File: src/rtl/compositor_blend_stage.sv
// ============================================================================
// compositor_blend_stage
// Three-stage RGB565 compositor: bg only, overlay, chroma key and alpha blend.
// Revision: 1.0
// ============================================================================
`default_nettype none

module compositor_blend_stage #(
  parameter int PRECISION              = 12,
  parameter int RESOLUTION_X           = 1920,
  parameter int RESOLUTION_Y           = 1080,
  parameter int TRANSPARENCY_PRECISION = 3
) (
  input  logic                          clk,
  input  logic                          rst_n,
  input  logic                          in_valid,
  input  logic [PRECISION-1:0]          in_x,
  input  logic [PRECISION-1:0]          in_y,
  input  logic                          in_blank,
  input  logic [15:0]                   bg_pixel,
  input  logic [15:0]                   fg_pixel,
  input  logic                          fg_skip,
  input  logic [1:0]                    ctrl_mode,
  input  logic [TRANSPARENCY_PRECISION:0] ctrl_opacity,
  input  logic [15:0]                   ctrl_key_color,
  input  logic [PRECISION-1:0]          ctrl_clip_left,
  input  logic [PRECISION-1:0]          ctrl_clip_right,
  input  logic [PRECISION-1:0]          ctrl_clip_top,
  input  logic [PRECISION-1:0]          ctrl_clip_bottom,
  output logic [15:0]                   pixel_out,
  output logic [PRECISION-1:0]          pixel_x_out,
  output logic [PRECISION-1:0]          pixel_y_out,
  output logic                          pixel_ready_out
);

  localparam int TP = TRANSPARENCY_PRECISION;
  localparam int AW = TP + 1;
  localparam int W  = PRECISION + 1;
  localparam int BW = 6 + TP + 1;
  localparam logic [AW-1:0] FULL  = AW'(1 << TP);
  localparam logic [W-1:0]  RES_X = W'(RESOLUTION_X);
  localparam logic [W-1:0]  RES_Y = W'(RESOLUTION_Y);

  localparam logic [1:0] MODE_BG    = 2'b00;
  localparam logic [1:0] MODE_OVL   = 2'b01;
  localparam logic [1:0] MODE_KEY   = 2'b10;

  localparam logic [1:0] SEL_ZERO  = 2'd0;
  localparam logic [1:0] SEL_BG    = 2'd1;
  localparam logic [1:0] SEL_FG    = 2'd2;
  localparam logic [1:0] SEL_BLEND = 2'd3;

  // Active control copies, refreshed only on the frame-start pixel
  logic [1:0]           act_mode;
  logic [AW-1:0]        act_opacity;
  logic [15:0]          act_key;
  logic [PRECISION-1:0] act_clip_l, act_clip_r, act_clip_t, act_clip_b;

  logic                 frame_start;
  logic [AW-1:0]        opacity_clamped;
  logic [1:0]           eff_mode;
  logic [AW-1:0]        eff_opacity;
  logic [15:0]          eff_key;
  logic [PRECISION-1:0] eff_clip_l, eff_clip_r, eff_clip_t, eff_clip_b;
  logic [W-1:0]         lr_sum, tb_sum, x_lim, y_lim, x_ext, y_ext;
  logic                 x_ok, y_ok, fg_vis, key_match;
  logic [1:0]           sel;

  always_comb begin
    frame_start     = in_valid && (in_x == '0) && (in_y == '0);
    opacity_clamped = (ctrl_opacity > FULL) ? FULL : ctrl_opacity;
    eff_mode        = frame_start ? ctrl_mode        : act_mode;
    eff_opacity     = frame_start ? opacity_clamped  : act_opacity;
    eff_key         = frame_start ? ctrl_key_color   : act_key;
    eff_clip_l      = frame_start ? ctrl_clip_left   : act_clip_l;
    eff_clip_r      = frame_start ? ctrl_clip_right  : act_clip_r;
    eff_clip_t      = frame_start ? ctrl_clip_top    : act_clip_t;
    eff_clip_b      = frame_start ? ctrl_clip_bottom : act_clip_b;

    // Sum guard makes the subtraction below safe against underflow
    lr_sum = {1'b0, eff_clip_l} + {1'b0, eff_clip_r};
    tb_sum = {1'b0, eff_clip_t} + {1'b0, eff_clip_b};
    x_lim  = RES_X - {1'b0, eff_clip_r};
    y_lim  = RES_Y - {1'b0, eff_clip_b};
    x_ext  = {1'b0, in_x};
    y_ext  = {1'b0, in_y};
    x_ok   = (lr_sum < RES_X) && (x_ext >= {1'b0, eff_clip_l}) && (x_ext < x_lim);
    y_ok   = (tb_sum < RES_Y) && (y_ext >= {1'b0, eff_clip_t}) && (y_ext < y_lim);
    fg_vis    = !fg_skip && !in_blank && x_ok && y_ok;
    key_match = (fg_pixel == eff_key);

    sel = SEL_BG;
    if (in_blank) begin
      sel = SEL_ZERO;
    end else begin
      case (eff_mode)
        MODE_BG:  sel = SEL_BG;
        MODE_OVL: sel = fg_vis ? SEL_FG : SEL_BG;
        MODE_KEY: sel = (fg_vis && !key_match) ? SEL_FG : SEL_BG;
        default:  sel = fg_vis ? SEL_BLEND : SEL_BG;
      endcase
    end
  end

  logic                 s1_valid, s2_valid;
  logic [PRECISION-1:0] s1_x, s1_y, s2_x, s2_y;
  logic [1:0]           s1_sel, s2_sel;
  logic [15:0]          s1_bg, s1_fg, s2_bg, s2_fg;
  logic [AW-1:0]        s1_opacity, inv_opacity;
  logic [BW-1:0]        blend_r, blend_g, blend_b;
  logic [BW-1:0]        s2_sum_r, s2_sum_g, s2_sum_b;

  always_comb begin
    inv_opacity = FULL - s1_opacity;
    blend_r = BW'(s1_fg[15:11]) * BW'(s1_opacity) + BW'(s1_bg[15:11]) * BW'(inv_opacity);
    blend_g = BW'(s1_fg[10:5])  * BW'(s1_opacity) + BW'(s1_bg[10:5])  * BW'(inv_opacity);
    blend_b = BW'(s1_fg[4:0])   * BW'(s1_opacity) + BW'(s1_bg[4:0])   * BW'(inv_opacity);
  end

  logic [15:0] blended, result;
  logic        unused_blend_bits;

  always_comb begin
    blended = {s2_sum_r[TP +: 5], s2_sum_g[TP +: 6], s2_sum_b[TP +: 5]};
    case (s2_sel)
      SEL_ZERO: result = 16'h0000;
      SEL_BG:   result = s2_bg;
      SEL_FG:   result = s2_fg;
      default:  result = blended;
    endcase
  end

  // Fraction and headroom bits of the sums never reach the output
  assign unused_blend_bits = ^{s2_sum_r, s2_sum_g, s2_sum_b};

  always_ff @(posedge clk) begin
    if (!rst_n) begin
      act_mode        <= MODE_BG;
      act_opacity     <= '0;
      act_key         <= 16'h0000;
      act_clip_l      <= '0;
      act_clip_r      <= '0;
      act_clip_t      <= '0;
      act_clip_b      <= '0;
      s1_valid        <= 1'b0;
      s2_valid        <= 1'b0;
      pixel_out       <= 16'h0000;
      pixel_x_out     <= '0;
      pixel_y_out     <= '0;
      pixel_ready_out <= 1'b0;
    end else begin
      if (frame_start) begin
        act_mode    <= ctrl_mode;
        act_opacity <= opacity_clamped;
        act_key     <= ctrl_key_color;
        act_clip_l  <= ctrl_clip_left;
        act_clip_r  <= ctrl_clip_right;
        act_clip_t  <= ctrl_clip_top;
        act_clip_b  <= ctrl_clip_bottom;
      end
      s1_valid        <= in_valid;
      s2_valid        <= s1_valid;
      pixel_ready_out <= s2_valid;
      if (s2_valid) begin
        pixel_out   <= result;
        pixel_x_out <= s2_x;
        pixel_y_out <= s2_y;
      end
    end
  end

  // Datapath registers need no reset: they are qualified by the valid bits
  always_ff @(posedge clk) begin
    s1_x       <= in_x;
    s1_y       <= in_y;
    s1_sel     <= sel;
    s1_bg      <= bg_pixel;
    s1_fg      <= fg_pixel;
    s1_opacity <= eff_opacity;
    s2_x       <= s1_x;
    s2_y       <= s1_y;
    s2_sel     <= s1_sel;
    s2_bg      <= s1_bg;
    s2_fg      <= s1_fg;
    s2_sum_r   <= blend_r;
    s2_sum_g   <= blend_g;
    s2_sum_b   <= blend_b;
  end

endmodule

`default_nettype wire

File: config.mk
export PLATFORM = sky130hd
export DESIGN_NAME = compositor_blend_stage
export DESIGN_NICKNAME = d
export VERILOG_FILES = /design/src/rtl/compositor_blend_stage.sv
export SDC_FILE = /design/constraint.sdc
export NUM_CORES = 1
export LEC_CHECK = 0
export BUFFER_PORTS_ARGS = -buffer_cell sky130_fd_sc_hd__buf_2
export CORE_ASPECT_RATIO = 1.1
export CORE_MARGIN = 10
export CORE_UTILIZATION = 55
export CTS_BUF_LIST = sky130_fd_sc_hd__clkbuf_8 sky130_fd_sc_hd__clkbuf_16
export DETAILED_ROUTE_END_ITERATION = 10
export MAX_ROUTING_LAYER = met4
export PLACE_DENSITY = 0.87
export SLEW_MARGIN = 20
export SYNTH_ARGS = -nofsm -noshare
export SYNTH_HDL_FRONTEND = slang
export SYNTH_SLANG_ARGS = --single-unit
File: constraint.sdc
create_clock -name clk -period 6.8 [get_ports clk]
set_input_delay 0.68 -clock clk [delete_from_list [all_inputs] [get_ports clk]]
set_output_delay 0.68 -clock clk [all_outputs]
set_load 0.05 [all_outputs]
==> results.py <==
metrics = {
    "floorplan": {
        "die_x_um": 173,
        "die-area_sq_um": 32700,
        "initial_core_util_pct": 56.0,
        "row_count": 61,
        "ios": 172,
        "core-area_sq_um": 25300,
        "die-height_um": 189,
    },
    "logic_synthesis": {
        "synth.avg_cell_area_sq_um": 9.85,
        "synth_area_leaders": "dfxtp_1 (35%), fa_1 (10%), ha_1 (9.1%)",
        "synthDistinctLibCells": 87,
        "yosysTopAreaCellShare_pct": 35.1,
        "synth_top_family_by_area": "adder cells",
        "synth_compound_area_share_pct": 10.8,
        "synth_nets": 1748,
        "synth_fa_ha_area_share_pct": 19.4,
        "synth_seq_cells": 249,
        "async_flop_share_pct": 0,
        "synthFlopType": "dfxtp_1",
        "yosysWarningCount": 0,
        "syn_area_sq_um": 14200,
        "syn_inst": 1442,
        "synth-seq-area-share_pct": 35.1,
        "synth_top_area_cell": "dfxtp_1",
        "muxShareOfSynthArea_pct": 6.48,
        "synth-xor-area-share_pct": 6.16,
        "synth_edf_count": 0,
        "synth-simple-area-share_pct": 16.8,
    },
    "worst_setup_path": {
        "crit_fanout": 18,
        "worstPathCellList": "buf_4, inv_1, ha_1, xnor2_1, buf_4, nand2_1, fa_1, inv_1, fa_1, fa_1, fa_1, ha_1, a21o_1, a21oi_1, o21bai_1, a21oi_1, xnor2_1",
        "startpoint_type": "flip-flop",
        "arrival_ns": 5.50,
        "cp_data_required_time_ns": 7.25,
        "critPathBufInv": 4,
        "cp_top_family": "adder cells",
        "worstSetupEndpointType": "flip-flop",
        "startpoint": "s1_opacity[1]$_DFF_P_",
        "setup.worst_path.class": "reg2reg",
        "slowest_stage": "xnor2_1",
        "worstReg2RegStart": "s1_opacity[1]$_DFF_P_",
        "crit_path_max_incr_delay_ns": 0.55,
        "worst_path_most_repeated_cell": "fa_1",
    },
    "finish": {
        "area_growth_pct": 13.6,
        "final_common_cell": "dfxtp_1",
        "drive_above_1_share_pct": 17.0,
        "final_cell_mix": "dfxtp_1 (248), buf_2 (171), nand2_1 (149), inv_1 (141), ha_1 (103)",
        "nNetsFinal": 1903,
        "final_util_pct": 63.6,
        "fin_cells": 1960,
        "num_antenna_cells": 0,
    },
    "sta": {
        "worst_pin_slew_ns": 1.00,
        "slew_headroom_pct": 33.3,
        "slew_viol_final": 0,
        "rsz0062_at_grt": "false",
        "worst_clock_skew_ns": 0.0144,
        "fin_crit_sh_pct": 74.3,
        "hold_viol": 0,
        "final-setup-viol-count": 0,
        "fin_crit_ns": 5.05,
        "fmax_ghz": 0.198,
        "setup_tns_ns": 0,
        "fin_ws_ns": 1.75,
    },
    "status": {
        "outcome": "finished clean",
    },
    "route": {
        "post-route-drc-count": 0,
        "routed_via_density": 5.57,
        "routedWlPerCell_um": 19.1,
        "ant_nets": 0,
        "drt_pass1_iterations": 5,
        "drt_iter0_drc": 634,
        "wl_um": 37400,
        "vias": 10900,
    },
    "pwr": {
        "p_leak_nw": 7.66,
        "finalPower_mw": 3.16,
        "ir_drop_uv": 192,
        "power_density_nw_per_um2": 196,
    },
    "clock_tree": {
        "post_cts_buffers": 0,
        "root_buffer": "clkbuf_16",
        "cts_max_level": 1,
        "cts_resized": 0,
        "numCtsBuffers": 27,
        "path_clk_slew_ns": 0.06,
        "clk_latency_ns": 0.53,
        "cts_tree": "done",
        "cts_buffer_depth": 3,
        "numClockSinks": 249,
        "hold_buffers": 0,
    },
    "global_route": {
        "grtUsageTotal_pct": 23.1,
        "grt_max_degree": 114,
        "antenna_found_initial": 0,
        "grt_overflow_total": 0,
        "grt_pass1_vias": 11800,
        "grt_pass1_wl_um": 60300,
    },
    "place": {
        "post-place-ws_ns": 1.48,
        "dp_cells": 1914,
        "io_buffers": 171,
        "post-dp-hpwl_um": 28800,
        "gp_congestion": 0.988,
    },
    "hold_path": {
        "min_from": "bg_pixel[15]",
        "hold_class": "in2reg",
    },
    "run": {
        "cap_violations": 0,
    },
}
-- worst paths after layout --
kind	endpoint	slack [ns]	cells past startpoint
setup / recovery	s2_sum_g[8]$_DFF_P_	1.75	17
hold / removal	s1_bg[15]$_DFF_P_	0.25	1
setup reg to reg	s2_sum_g[8]$_DFF_P_	1.75	17
hold reg to reg	s2_x[7]$_DFF_P_	0.32	0
-- area by class of cell --
class,instances,area [sq um]
Timing Repair Buffer,180,923
Sequential cell,249,4990
Tap cell,346,433
Multi-Input combinational cell,1005,8480
Inverter,134,503
Fill cell,2034,9210
Clock inverter,18,116
Clock buffer,28,689
-- kinds of logic after synthesis --
kind of cell / after synthesis
adder cells (fa/ha/maj): 177
AO/OA/AOI/OAI: 205
AND/OR/NAND/NOR: 436
flip-flops: 249
XOR/XNOR: 99
buffers and inverters: 188
multiplexers: 88
-- synthesized netlist by cell type (11+ instances only) --
master and instances:
xor2_1 25, o211a_1 16, xnor2_1 73, nor3_1 12, nand3_1 15, dfxtp_1 249, o21ai_0 14, mux2_2 18
inv_1 134, fa_1 72, ha_1 103, nand2_1 149, a21o_1 12, and2_1 86, a22oi_1 18, clkbuf_1 39
nor4_1 11, mux2i_1 68, a21boi_0 17, nor2_1 33, a21oi_1 43, nor2b_1 74
-- metrics by stage --
stage | cell area, sq um | hold slack (ns)
6_report | 16100 | 0.251
3_3_place_gp | 15300 | 0.311
5_1_grt | 16100 | 0.239
3_5_place_dp | 15300 | 0.312
4_1_cts | 16100 | 0.239
2_1_floorplan | 14200 | 0.310
-- per-layer routing --
layer	up-vias	wire length [um]	track usage [%]
met4	0	1350	9.53
met1	5284	14700	25.6
met5	-	0	-
met3	85	2030	2.80
met2	376	19300	41.4
li1	5168	-	-
-- registers in the layout, summed over array words and instances, names as in the netlist, 16 cells and up --
name       cells
act_key       16
pixel_out     16
s1_bg         16
s1_fg         16
s2_bg         16
s2_fg         16
-- where the power goes --
group / internal (mW) / total [mW] / switching, mW / leakage, nW
registers: 1.51 / 1.55 / 0.0378 / 2.06
clock network: 0.766 / 1.35 / 0.584 / 0.427
logic: 0.108 / 0.265 / 0.157 / 5.18
No activity file was read; power rests on OpenSTA's default activity.
